**src/rtl/game_sequencer_if.sv**
```systemverilog
// +----------------------------------------------------------------------------+
// | game_sequencer_if : bus between game_sequencer and the Blobby datapath      |
// | Optional GAME_PAUSE_EN adds pause_btn / paused.            Revision: 1.0    |
// +----------------------------------------------------------------------------+
`default_nettype none

interface game_sequencer_if;
    logic       vsync_in;
    logic       start_click;
    logic       point_scored;
    logic       point_winner;
    logic [3:0] score_pl1;
    logic [3:0] score_pl2;
    logic       enable_menu;
    logic       physics_run;
    logic       physics_reset;
    logic       serve_side;
    logic       endgame;
    logic       winner;
    logic [2:0] state;
`ifdef GAME_PAUSE_EN
    logic       pause_btn;
    logic       paused;

    modport master (
        input  vsync_in, start_click, point_scored, point_winner, pause_btn,
        output score_pl1, score_pl2, enable_menu, physics_run, physics_reset,
               serve_side, endgame, winner, state, paused
    );
    modport slave (
        output vsync_in, start_click, point_scored, point_winner, pause_btn,
        input  score_pl1, score_pl2, enable_menu, physics_run, physics_reset,
               serve_side, endgame, winner, state, paused
    );
`else
    modport master (
        input  vsync_in, start_click, point_scored, point_winner,
        output score_pl1, score_pl2, enable_menu, physics_run, physics_reset,
               serve_side, endgame, winner, state
    );
    modport slave (
        output vsync_in, start_click, point_scored, point_winner,
        input  score_pl1, score_pl2, enable_menu, physics_run, physics_reset,
               serve_side, endgame, winner, state
    );
`endif
endinterface

`default_nettype wire

```
**src/rtl/game_sequencer.sv**
```systemverilog
// +----------------------------------------------------------------------------+
// | game_sequencer : frame-timed menu/serve/rally/point/gameover controller     |
// | Optional feature macro: GAME_PAUSE_EN (pause toggle).      Revision: 1.0    |
// +----------------------------------------------------------------------------+
`default_nettype none

module game_sequencer #(
    parameter int WIN_SCORE    = 15,
    parameter int SERVE_FRAMES = 30,
    parameter int PAUSE_FRAMES = 120
) (
    input  wire logic         pclk,
    input  wire logic         rst,
    game_sequencer_if.master  bus
);

    typedef enum logic [2:0] {
        ST_MENU     = 3'd0,
        ST_SERVE    = 3'd1,
        ST_RALLY    = 3'd2,
        ST_POINT    = 3'd3,
        ST_GAMEOVER = 3'd4
    } state_t;

    localparam logic [3:0] C_WIN        = 4'(WIN_SCORE);
    localparam logic [7:0] C_SERVE_LAST = 8'(SERVE_FRAMES - 1);
    localparam logic [7:0] C_PAUSE_LAST = 8'(PAUSE_FRAMES - 1);

    state_t     r_state;
    logic       r_vs_prev;
    logic       r_click_prev;
    logic [7:0] r_frame_cnt;
    logic [3:0] r_score_pl1;
    logic [3:0] r_score_pl2;
    logic       r_enable_menu;
    logic       r_physics_run;
    logic       r_physics_reset;
    logic       r_serve_side;
    logic       r_endgame;
    logic       r_winner;

    logic       w_tick;
    logic       w_click;
    logic       w_frozen;
    logic       w_paused_nxt;
    logic [3:0] w_scorer_cur;
    logic [3:0] w_score_inc;
    logic       w_win;

    assign w_tick       = bus.vsync_in & ~r_vs_prev;
    assign w_click      = bus.start_click & ~r_click_prev;
    assign w_scorer_cur = bus.point_winner ? r_score_pl2 : r_score_pl1;
    assign w_score_inc  = (w_scorer_cur == 4'd15) ? 4'd15 : w_scorer_cur + 4'd1;
    assign w_win        = (w_score_inc == C_WIN);

`ifdef GAME_PAUSE_EN
    logic r_pause_prev;
    logic r_paused;
    logic w_in_play;

    assign w_in_play    = (r_state == ST_SERVE) || (r_state == ST_RALLY) || (r_state == ST_POINT);
    assign w_paused_nxt = r_paused ^ (bus.pause_btn & ~r_pause_prev & w_in_play);
    assign w_frozen     = r_paused;
    assign bus.paused   = r_paused;
`else
    assign w_paused_nxt = 1'b0;
    assign w_frozen     = 1'b0;
`endif

    always_ff @(posedge pclk) begin
        if (!rst) begin
            r_state         <= ST_MENU;
            r_vs_prev       <= bus.vsync_in;
            r_click_prev    <= bus.start_click;
            r_frame_cnt     <= 8'd0;
            r_score_pl1     <= 4'd0;
            r_score_pl2     <= 4'd0;
            r_enable_menu   <= 1'b1;
            r_physics_run   <= 1'b0;
            r_physics_reset <= 1'b0;
            r_serve_side    <= 1'b0;
            r_endgame       <= 1'b0;
            r_winner        <= 1'b0;
`ifdef GAME_PAUSE_EN
            r_pause_prev    <= bus.pause_btn;
            r_paused        <= 1'b0;
`endif
        end else begin
            r_vs_prev       <= bus.vsync_in;
            r_click_prev    <= bus.start_click;
            r_physics_reset <= 1'b0;
`ifdef GAME_PAUSE_EN
            r_pause_prev    <= bus.pause_btn;
            r_paused        <= w_paused_nxt;
`endif
            case (r_state)
                ST_MENU: begin
                    r_enable_menu <= 1'b1;
                    r_physics_run <= 1'b0;
                    if (w_click) begin
                        r_state         <= ST_SERVE;
                        r_score_pl1     <= 4'd0;
                        r_score_pl2     <= 4'd0;
                        r_serve_side    <= 1'b0;
                        r_physics_reset <= 1'b1;
                        r_enable_menu   <= 1'b0;
                        r_frame_cnt     <= 8'd0;
                    end
                end
                ST_SERVE: begin
                    r_physics_run <= 1'b0;
                    if (!w_frozen && w_tick) begin
                        if (r_frame_cnt == C_SERVE_LAST) begin
                            r_state       <= ST_RALLY;
                            r_frame_cnt   <= 8'd0;
                            r_physics_run <= ~w_paused_nxt;
                        end else begin
                            r_frame_cnt <= r_frame_cnt + 8'd1;
                        end
                    end
                end
                ST_RALLY: begin
                    r_physics_run <= ~w_paused_nxt;
                    // A point takes priority over any frame tick in the same cycle.
                    if (!w_frozen && bus.point_scored) begin
                        r_serve_side  <= bus.point_winner;
                        r_frame_cnt   <= 8'd0;
                        r_physics_run <= 1'b0;
                        if (bus.point_winner)
                            r_score_pl2 <= w_score_inc;
                        else
                            r_score_pl1 <= w_score_inc;
                        if (w_win) begin
                            r_state       <= ST_GAMEOVER;
                            r_winner      <= bus.point_winner;
                            r_endgame     <= 1'b1;
                            r_enable_menu <= 1'b1;
`ifdef GAME_PAUSE_EN
                            r_paused      <= 1'b0;
`endif
                        end else begin
                            r_state <= ST_POINT;
                        end
                    end
                end
                ST_POINT: begin
                    r_physics_run <= 1'b0;
                    if (!w_frozen && w_tick) begin
                        if (r_frame_cnt == C_PAUSE_LAST) begin
                            r_state         <= ST_SERVE;
                            r_frame_cnt     <= 8'd0;
                            r_physics_reset <= 1'b1;
                        end else begin
                            r_frame_cnt <= r_frame_cnt + 8'd1;
                        end
                    end
                end
                ST_GAMEOVER: begin
                    r_endgame     <= 1'b1;
                    r_enable_menu <= 1'b1;
                    r_physics_run <= 1'b0;
                    if (w_click) begin
                        r_state     <= ST_MENU;
                        r_endgame   <= 1'b0;
                        r_frame_cnt <= 8'd0;
                    end
                end
                default: begin
                    r_state       <= ST_MENU;
                    r_enable_menu <= 1'b1;
                    r_physics_run <= 1'b0;
                    r_endgame     <= 1'b0;
                    r_frame_cnt   <= 8'd0;
`ifdef GAME_PAUSE_EN
                    r_paused      <= 1'b0;
`endif
                end
            endcase
        end
    end

    assign bus.score_pl1     = r_score_pl1;
    assign bus.score_pl2     = r_score_pl2;
    assign bus.enable_menu   = r_enable_menu;
    assign bus.physics_run   = r_physics_run;
    assign bus.physics_reset = r_physics_reset;
    assign bus.serve_side    = r_serve_side;
    assign bus.endgame       = r_endgame;
    assign bus.winner        = r_winner;
    assign bus.state         = r_state;

endmodule

`default_nettype wire

```
**src/flat_wrapper.sv**
```systemverilog
// flat-port wrapper written by rule: the top's interface ports become plain ports
module game_sequencer_flat 
#(
    parameter int WIN_SCORE    = 15,
    parameter int SERVE_FRAMES = 30,
    parameter int PAUSE_FRAMES = 120
)
  (pclk, rst, bus_vsync_in, bus_start_click, bus_point_scored, bus_point_winner, bus_score_pl1, bus_score_pl2, bus_enable_menu, bus_physics_run, bus_physics_reset, bus_serve_side, bus_endgame, bus_winner, bus_state);
  game_sequencer_if bus_i ();
  input  wire logic pclk;
  input  wire logic rst;
  input wire logic [$bits(bus_i.vsync_in)-1:0] bus_vsync_in;
  input wire logic [$bits(bus_i.start_click)-1:0] bus_start_click;
  input wire logic [$bits(bus_i.point_scored)-1:0] bus_point_scored;
  input wire logic [$bits(bus_i.point_winner)-1:0] bus_point_winner;
  output wire logic [$bits(bus_i.score_pl1)-1:0] bus_score_pl1;
  output wire logic [$bits(bus_i.score_pl2)-1:0] bus_score_pl2;
  output wire logic [$bits(bus_i.enable_menu)-1:0] bus_enable_menu;
  output wire logic [$bits(bus_i.physics_run)-1:0] bus_physics_run;
  output wire logic [$bits(bus_i.physics_reset)-1:0] bus_physics_reset;
  output wire logic [$bits(bus_i.serve_side)-1:0] bus_serve_side;
  output wire logic [$bits(bus_i.endgame)-1:0] bus_endgame;
  output wire logic [$bits(bus_i.winner)-1:0] bus_winner;
  output wire logic [$bits(bus_i.state)-1:0] bus_state;
  assign bus_i.vsync_in = bus_vsync_in;
  assign bus_i.start_click = bus_start_click;
  assign bus_i.point_scored = bus_point_scored;
  assign bus_i.point_winner = bus_point_winner;
  assign bus_score_pl1 = bus_i.score_pl1;
  assign bus_score_pl2 = bus_i.score_pl2;
  assign bus_enable_menu = bus_i.enable_menu;
  assign bus_physics_run = bus_i.physics_run;
  assign bus_physics_reset = bus_i.physics_reset;
  assign bus_serve_side = bus_i.serve_side;
  assign bus_endgame = bus_i.endgame;
  assign bus_winner = bus_i.winner;
  assign bus_state = bus_i.state;
  game_sequencer #(.WIN_SCORE(WIN_SCORE), .SERVE_FRAMES(SERVE_FRAMES), .PAUSE_FRAMES(PAUSE_FRAMES)) u_core (.pclk(pclk), .rst(rst), .bus(bus_i));
endmodule
```
**config.mk**
```make
export PLATFORM = sky130hd
export DESIGN_NAME = game_sequencer_flat
export DESIGN_NICKNAME = d
export VERILOG_FILES = /design/src/rtl/game_sequencer_if.sv /design/src/rtl/game_sequencer.sv /design/src/flat_wrapper.sv
export SDC_FILE = /design/constraint.sdc
export NUM_CORES = 1
export LEC_CHECK = 0
export CAP_MARGIN = 30
export CELL_PAD_IN_SITES_DETAIL_PLACEMENT = 0
export CELL_PAD_IN_SITES_GLOBAL_PLACEMENT = 2
export CORE_UTILIZATION = 35
export CTS_BUF_LIST = sky130_fd_sc_hd__clkbuf_16
export CTS_CLUSTER_SIZE = 8
export DETAILED_ROUTE_END_ITERATION = 10
export PLACE_DENSITY = 0.85
export SETUP_SLACK_MARGIN = 0.3
export SLEW_MARGIN = 20
export SYNTH_ARGS = -nofsm -noshare
export SYNTH_HDL_FRONTEND = slang
export SYNTH_SLANG_ARGS = --single-unit
```
**constraint.sdc**
```tcl
create_clock -name pclk -period 8.2 [get_ports pclk]
set_clock_uncertainty 0.05 [all_clocks]
set_input_delay 2.46 -clock pclk [delete_from_list [all_inputs] [get_ports pclk]]
set_output_delay 2.46 -clock pclk [all_outputs]
set_load 0.005 [all_outputs]
```
[After elaboration in Yosys (flattened, before gate mapping)]
Index checks and enable logic that the tools add are counted.
Operators by class
  divide/modulo/power cells: 0
  order comparisons: 0
  $mul: 0
  add/subtract/negate cells: 2
  shift operators: 0
  reductions and logical operators: 13
  equality and inequality tests: 19
  bitwise gates (word level): 6
  mux-type cells: 41
Operators by type and width (number)
  two-way mux 8 bit: 6
  one-hot mux 8 bit (4 select lines): 1
  two-way mux 4 bit: 7
  two-way mux 3 bit: 8
  != test 2 x 1 -> 1 bit (second input constant): 8
  one-hot mux 4 bit (2 select lines): 2
  one-hot mux 3 bit (5 select lines): 1
  AND reduction 3 bit: 4
  AND reduction 4 bit: 3
  two-way mux 1 bit: 11
  adder 8 x 1 -> 8 bit (second input constant): 1
  equality test 4 bit (second input constant): 2
  equality test 8 x 5 -> 1 bit (second input constant): 1
  equality test 8 x 7 -> 1 bit (second input constant): 1
  AND reduction 7 bit: 1
  equality test 3 x 2 -> 1 bit (second input constant): 2
  != test 2 bit (second input constant): 3
  one-hot mux 1 bit (2 select lines): 3
  one-hot mux 1 bit (3 select lines): 2
  adder 4 x 1 -> 4 bit (second input constant): 1
  inverter 1 bit: 4
  OR reduction 2 bit: 2
  equality test 3 x 1 -> 1 bit (second input constant): 1
  equality test 3 bit (second input constant): 1
  4 further kinds: 5
Storage, ports and cells
  register bits: 27
  memory bits (writable): 0
  output and inout bits: 17
  bits in latches: 0
  input bits: 6
  memories kept: 0
  bits in read-only memories: 0

[Longest topological paths before layout]
  word-level depth: 7
  gate-level depth with buffers: 8
  gate-level depth less buffers: 7

[Least setup slack after synthesis]
Ideal clock, no wire load.
  path kind: input to register
  start: input bus_point_winner
  end: register u_core.r_enable_menu, in the netlist u_core.bus.enable_menu
  setup slack: 3.784 ns
  library setup time: 0.106 ns
  path buffers: 1
  arrival time: 4.260 ns
  stages: 8
  cells stage by stage: buf_2 -> mux2_2 -> ha_1 -> nand2b_1 -> a221o_1 -> a21oi_1 -> a211oi_1 -> o311ai_0
On the way
  word-level cells in the longest chain between the ends: 6
Ends and longest elaborated chain
  from (decl): line flat_wrapper.sv:15  | input wire logic [$bits(bus_i.point_winner)-1:0] bus_point_winner;
  two-way mux 4 bit (*): line game_sequencer.sv:52  | assign w_scorer_cur = bus.point_winner ? r_score_pl2 : r_score_pl1;
  adder 4 x 1 -> 4 bit / equality test 4 bit (equally long branches): line game_sequencer.sv:53  | assign w_score_inc = (w_scorer_cur == 4'd15) ? 4'd15 : w_scorer_cur + 4'd1;
  two-way mux 4 bit (*): line game_sequencer.sv:53
  equality test 4 bit (*): line game_sequencer.sv:54  | assign w_win = (w_score_inc == C_WIN);
  != test 2 x 1 -> 1 bit (no source line) (*)
  AND reduction 3 bit (no source line) (*)
  to (signal assigned): line game_sequencer.sv:78  | r_enable_menu <= 1'b1;
  to (signal assigned): line game_sequencer.sv:98  | r_enable_menu <= 1'b1;
  to (signal assigned): line game_sequencer.sv:106  | r_enable_menu <= 1'b0;
  to (decl): line game_sequencer.sv:35  | logic r_enable_menu;
Mark *: on every way between the ends. The rest lies on a longest branch, timed or not.
A chain may end at the register's enable or synchronous reset.

[Worst setup path in the final report]
Ends and elaborated chain as after synthesis.

==> results.json <==
{
  "status": "completed",
  "fmax_ghz": 0.197,
  "async_flop_share_pct": 0,
  "ys_types": 51,
  "finalWorstSetupSlack_ps": 3130,
  "die_h_um": 68.5,
  "hold_buffers": 0,
  "clock_sinks": 27,
  "ys_seq_elements": 27,
  "clockBufferDepth": 2,
  "syn_area_mm2": 0.00155,
  "hp-class": "reg2reg",
  "p_leak_nw": 0.654,
  "worstPathArrival_ps": 5180,
  "critPathLaunchType": "primary input",
  "irDropWorstVdd_mv": 0.113,
  "dp_slack_ps": 2830,
  "holdPathStages": 2,
  "h-tree-depth": 1,
  "synth-seq-area-share_pct": 35.0,
  "ioPinCount": 23,
  "power_density_mw_per_mm2": 223,
  "syn_nets": 184,
  "firstDrtPassIters": 4,
  "critical-path-max-stage-delay_ps": 810,
  "worstReg2RegStart": "u_core.bus.state[0]",
  "yosysWarnings": 0,
  "grt_overflow": 0,
  "avgSynthCellArea_um2": 8.84,
  "critical_path_class": "in2reg",
  "antenna_left": 0,
  "core.rowCount": 23,
  "yosys-top-cells-area": "dfxtp_1 (35%), mux2i_1 (6.5%), nor2b_1 (3.6%), o21ai_0 (2.9%), a21boi_1 (2.4%)",
  "fillers": 425,
  "worst_ep_required_time_ps": 8310,
  "synth-edff-count": 0,
  "cts_buffers": 3,
  "postSynthCellCount": 175,
  "gp_congestion": 0.818,
  "worst-path-buf-inv": 1,
  "grt_start_max_net_pins": 27,
  "finalCriticalPeriod_ps": 5070,
  "worstPathCellList": "clkdlybuf4s50_1, mux2_2, ha_1, nand2b_1, a221o_1, a21oi_1, a211oi_1, o311ai_0",
  "grt_pass1_vias": 1343,
  "vias_per_cell": 5.69,
  "period_share_pct": 61.9,
  "drive_above_1_share_pct": 7.22,
  "path_clk_slew_ps": 70,
  "cts.root.buffer_cell": "clkbuf_16",
  "reg2reg_depth": 5,
  "hold_start": "u_core.bus.winner",
  "worstSkewPairLatency_ps": 260,
  "setup_tns_ps": 0,
  "syn_to_final_growth_pct": 21.0,
  "synth_top_area_share_pct": 35.0,
  "cp_slowest_cell": "clkdlybuf4s50_1",
  "synthTopCellsByCount": "dfxtp_1 (27), mux2i_1 (10), nand2_1 (10)",
  "post-cts-setup-buffers": 0,
  "cts_tree": "built",
  "wl_per_cell_um": 15.4,
  "tightest_slew_ps": 927,
  "hpwl_mm": 2.73,
  "grt_setup_unrepaired": "false",
  "nets": 204,
  "r2r_end": "u_core.bus.winner",
  "synth_top_flop_cell": "dfxtp_1",
  "cts_resized": 0,
  "diodes": 0,
  "coreArea_mm2": 0.00412,
  "routed_wl_mm": 3.75,
  "path_max_fanout": 14,
  "maxCapViolations": 0,
  "route.detailed.drc": 0,
  "port_buffers": 22,
  "hold_viol_final": 0,
  "grt_usage_pct": 18.3,
  "crit_path_end_kind": "register",
  "die_area_mm2": 0.00469,
  "yosysTopAreaCell": "dfxtp_1",
  "slew_violations": 0,
  "antenna_found_initial": 0,
  "grt_pass1_wl_mm": 6.40,
  "whs_endpoint": "u_core.bus.winner",
  "seq_area_um2": 541,
  "yosysMostFrequentCell": "dfxtp_1",
  "relSlewSlack_pct": 38.2,
  "initial_core_util_pct": 37.6,
  "reg2reg_setup_slack_ps": 5720,
  "drt_iter0_drc": 92,
  "setup_viol": 0,
  "vias": 1389,
  "dieWidth_um": 68.5,
  "cp_top_family": "compound AO/OA/AOI/OAI gates",
  "multiInputGateArea_um2": 942
}
## worst register-to-register path, cell delays in order (launching register included)
cell	delay (ps)
dfxtp_1	560
inv_1	150
nand3_1	300
o221ai_1	460
or4b_1	700
mux2i_1	140
## cell type report
type	count	share of cell area, %
inverter	7	1.40
timing repair buffer	22	11.8
clock buffer	3	4.01
sequential	27	28.9
tap	50	3.34
multi-input combinational	134	50.3
clock inverter	1	0.267
## logic make-up (layout without fill, tap and decap cells)
| family | Yosys count | after routing | synth area share, % |
|---|---|---|---|
| AO/OA/AOI/OAI | 46 | 46 | 21.5 |
| adder cells (fa/ha/maj) | 3 | 3 | 2.43 |
| multiplexers | 13 | 13 | 8.66 |
| AND/OR/NAND/NOR | 72 | 72 | 28.3 |
| buffers and inverters | 14 | 33 | 4.13 |
| flip-flops | 27 | 27 | 35.0 |
## flip-flops by register name, summed over array words and instances, names as in the netlist
register / flops
u_core.r_vs_prev: 1
u_core.bus.physics_reset: 1
u_core.bus.enable_menu: 1
u_core.bus.state: 3
u_core.bus.winner: 1
u_core.bus.physics_run: 1
u_core.r_frame_cnt: 8
u_core.bus.score_pl2: 4
u_core.bus.endgame: 1
u_core.bus.serve_side: 1
u_core.r_click_prev: 1
u_core.bus.score_pl1: 4
## per-stage QoR
step	hold slack (ps)	util [%]	cell area, µm²	power, mW	std cells
finish	424	45.5	1870	0.418	244
global route	476	45.5	1870	0.444	244
CTS	435	45.5	1870	0.422	244
detailed placement	425	43.5	1790	0.306	240
global placement	424	43.5	1790	0.307	240
floorplan	404	-	1550	0.261	175
## cell usage in the layout, fill, tap and decap left out, types with 5 or more instances in the layout
master and count:
nand4_1 5, a21oi_1 6, a21boi_1 5, inv_1 7, nand2_1 10, nor2_1 6, nand3_1 6, and3_1 6
mux2i_1 10, nor2b_1 9, dfxtp_1 27, o21ai_0 9, clkdlybuf4s50_1 22
## routing by layer
layer / vias up / global-route usage (%) / share of wire [%]
li1: 695 / - / -
met1: 671 / 23.2 / 48
met2: 21 / 31.0 / 48
met3: 2 / 4.17 / 3.3
met4: 0 / 4.69 / 0.64
met5: - / 0 / 0
## worst max path at each step
stage	start	endpoint	cells past startpoint
2_1_floorplan	bus_point_winner	u_core.bus.enable_menu	8
3_3_place_gp	bus_point_winner	u_core.bus.enable_menu	8
3_5_place_dp	bus_point_winner	u_core.bus.enable_menu	8
4_1_cts	bus_point_winner	u_core.bus.enable_menu	8
5_1_grt	bus_point_winner	u_core.bus.enable_menu	8
6_report	bus_point_winner	u_core.bus.enable_menu	8
## power breakdown
part	internal, mW	switching [mW]	total, mW
registers	0.141	0.0180	0.159
logic	0.0625	0.0820	0.144
clock network	0.0659	0.0482	0.114
total	0.270	0.148	0.418
No activity file was read; power rests on OpenSTA's default activity.
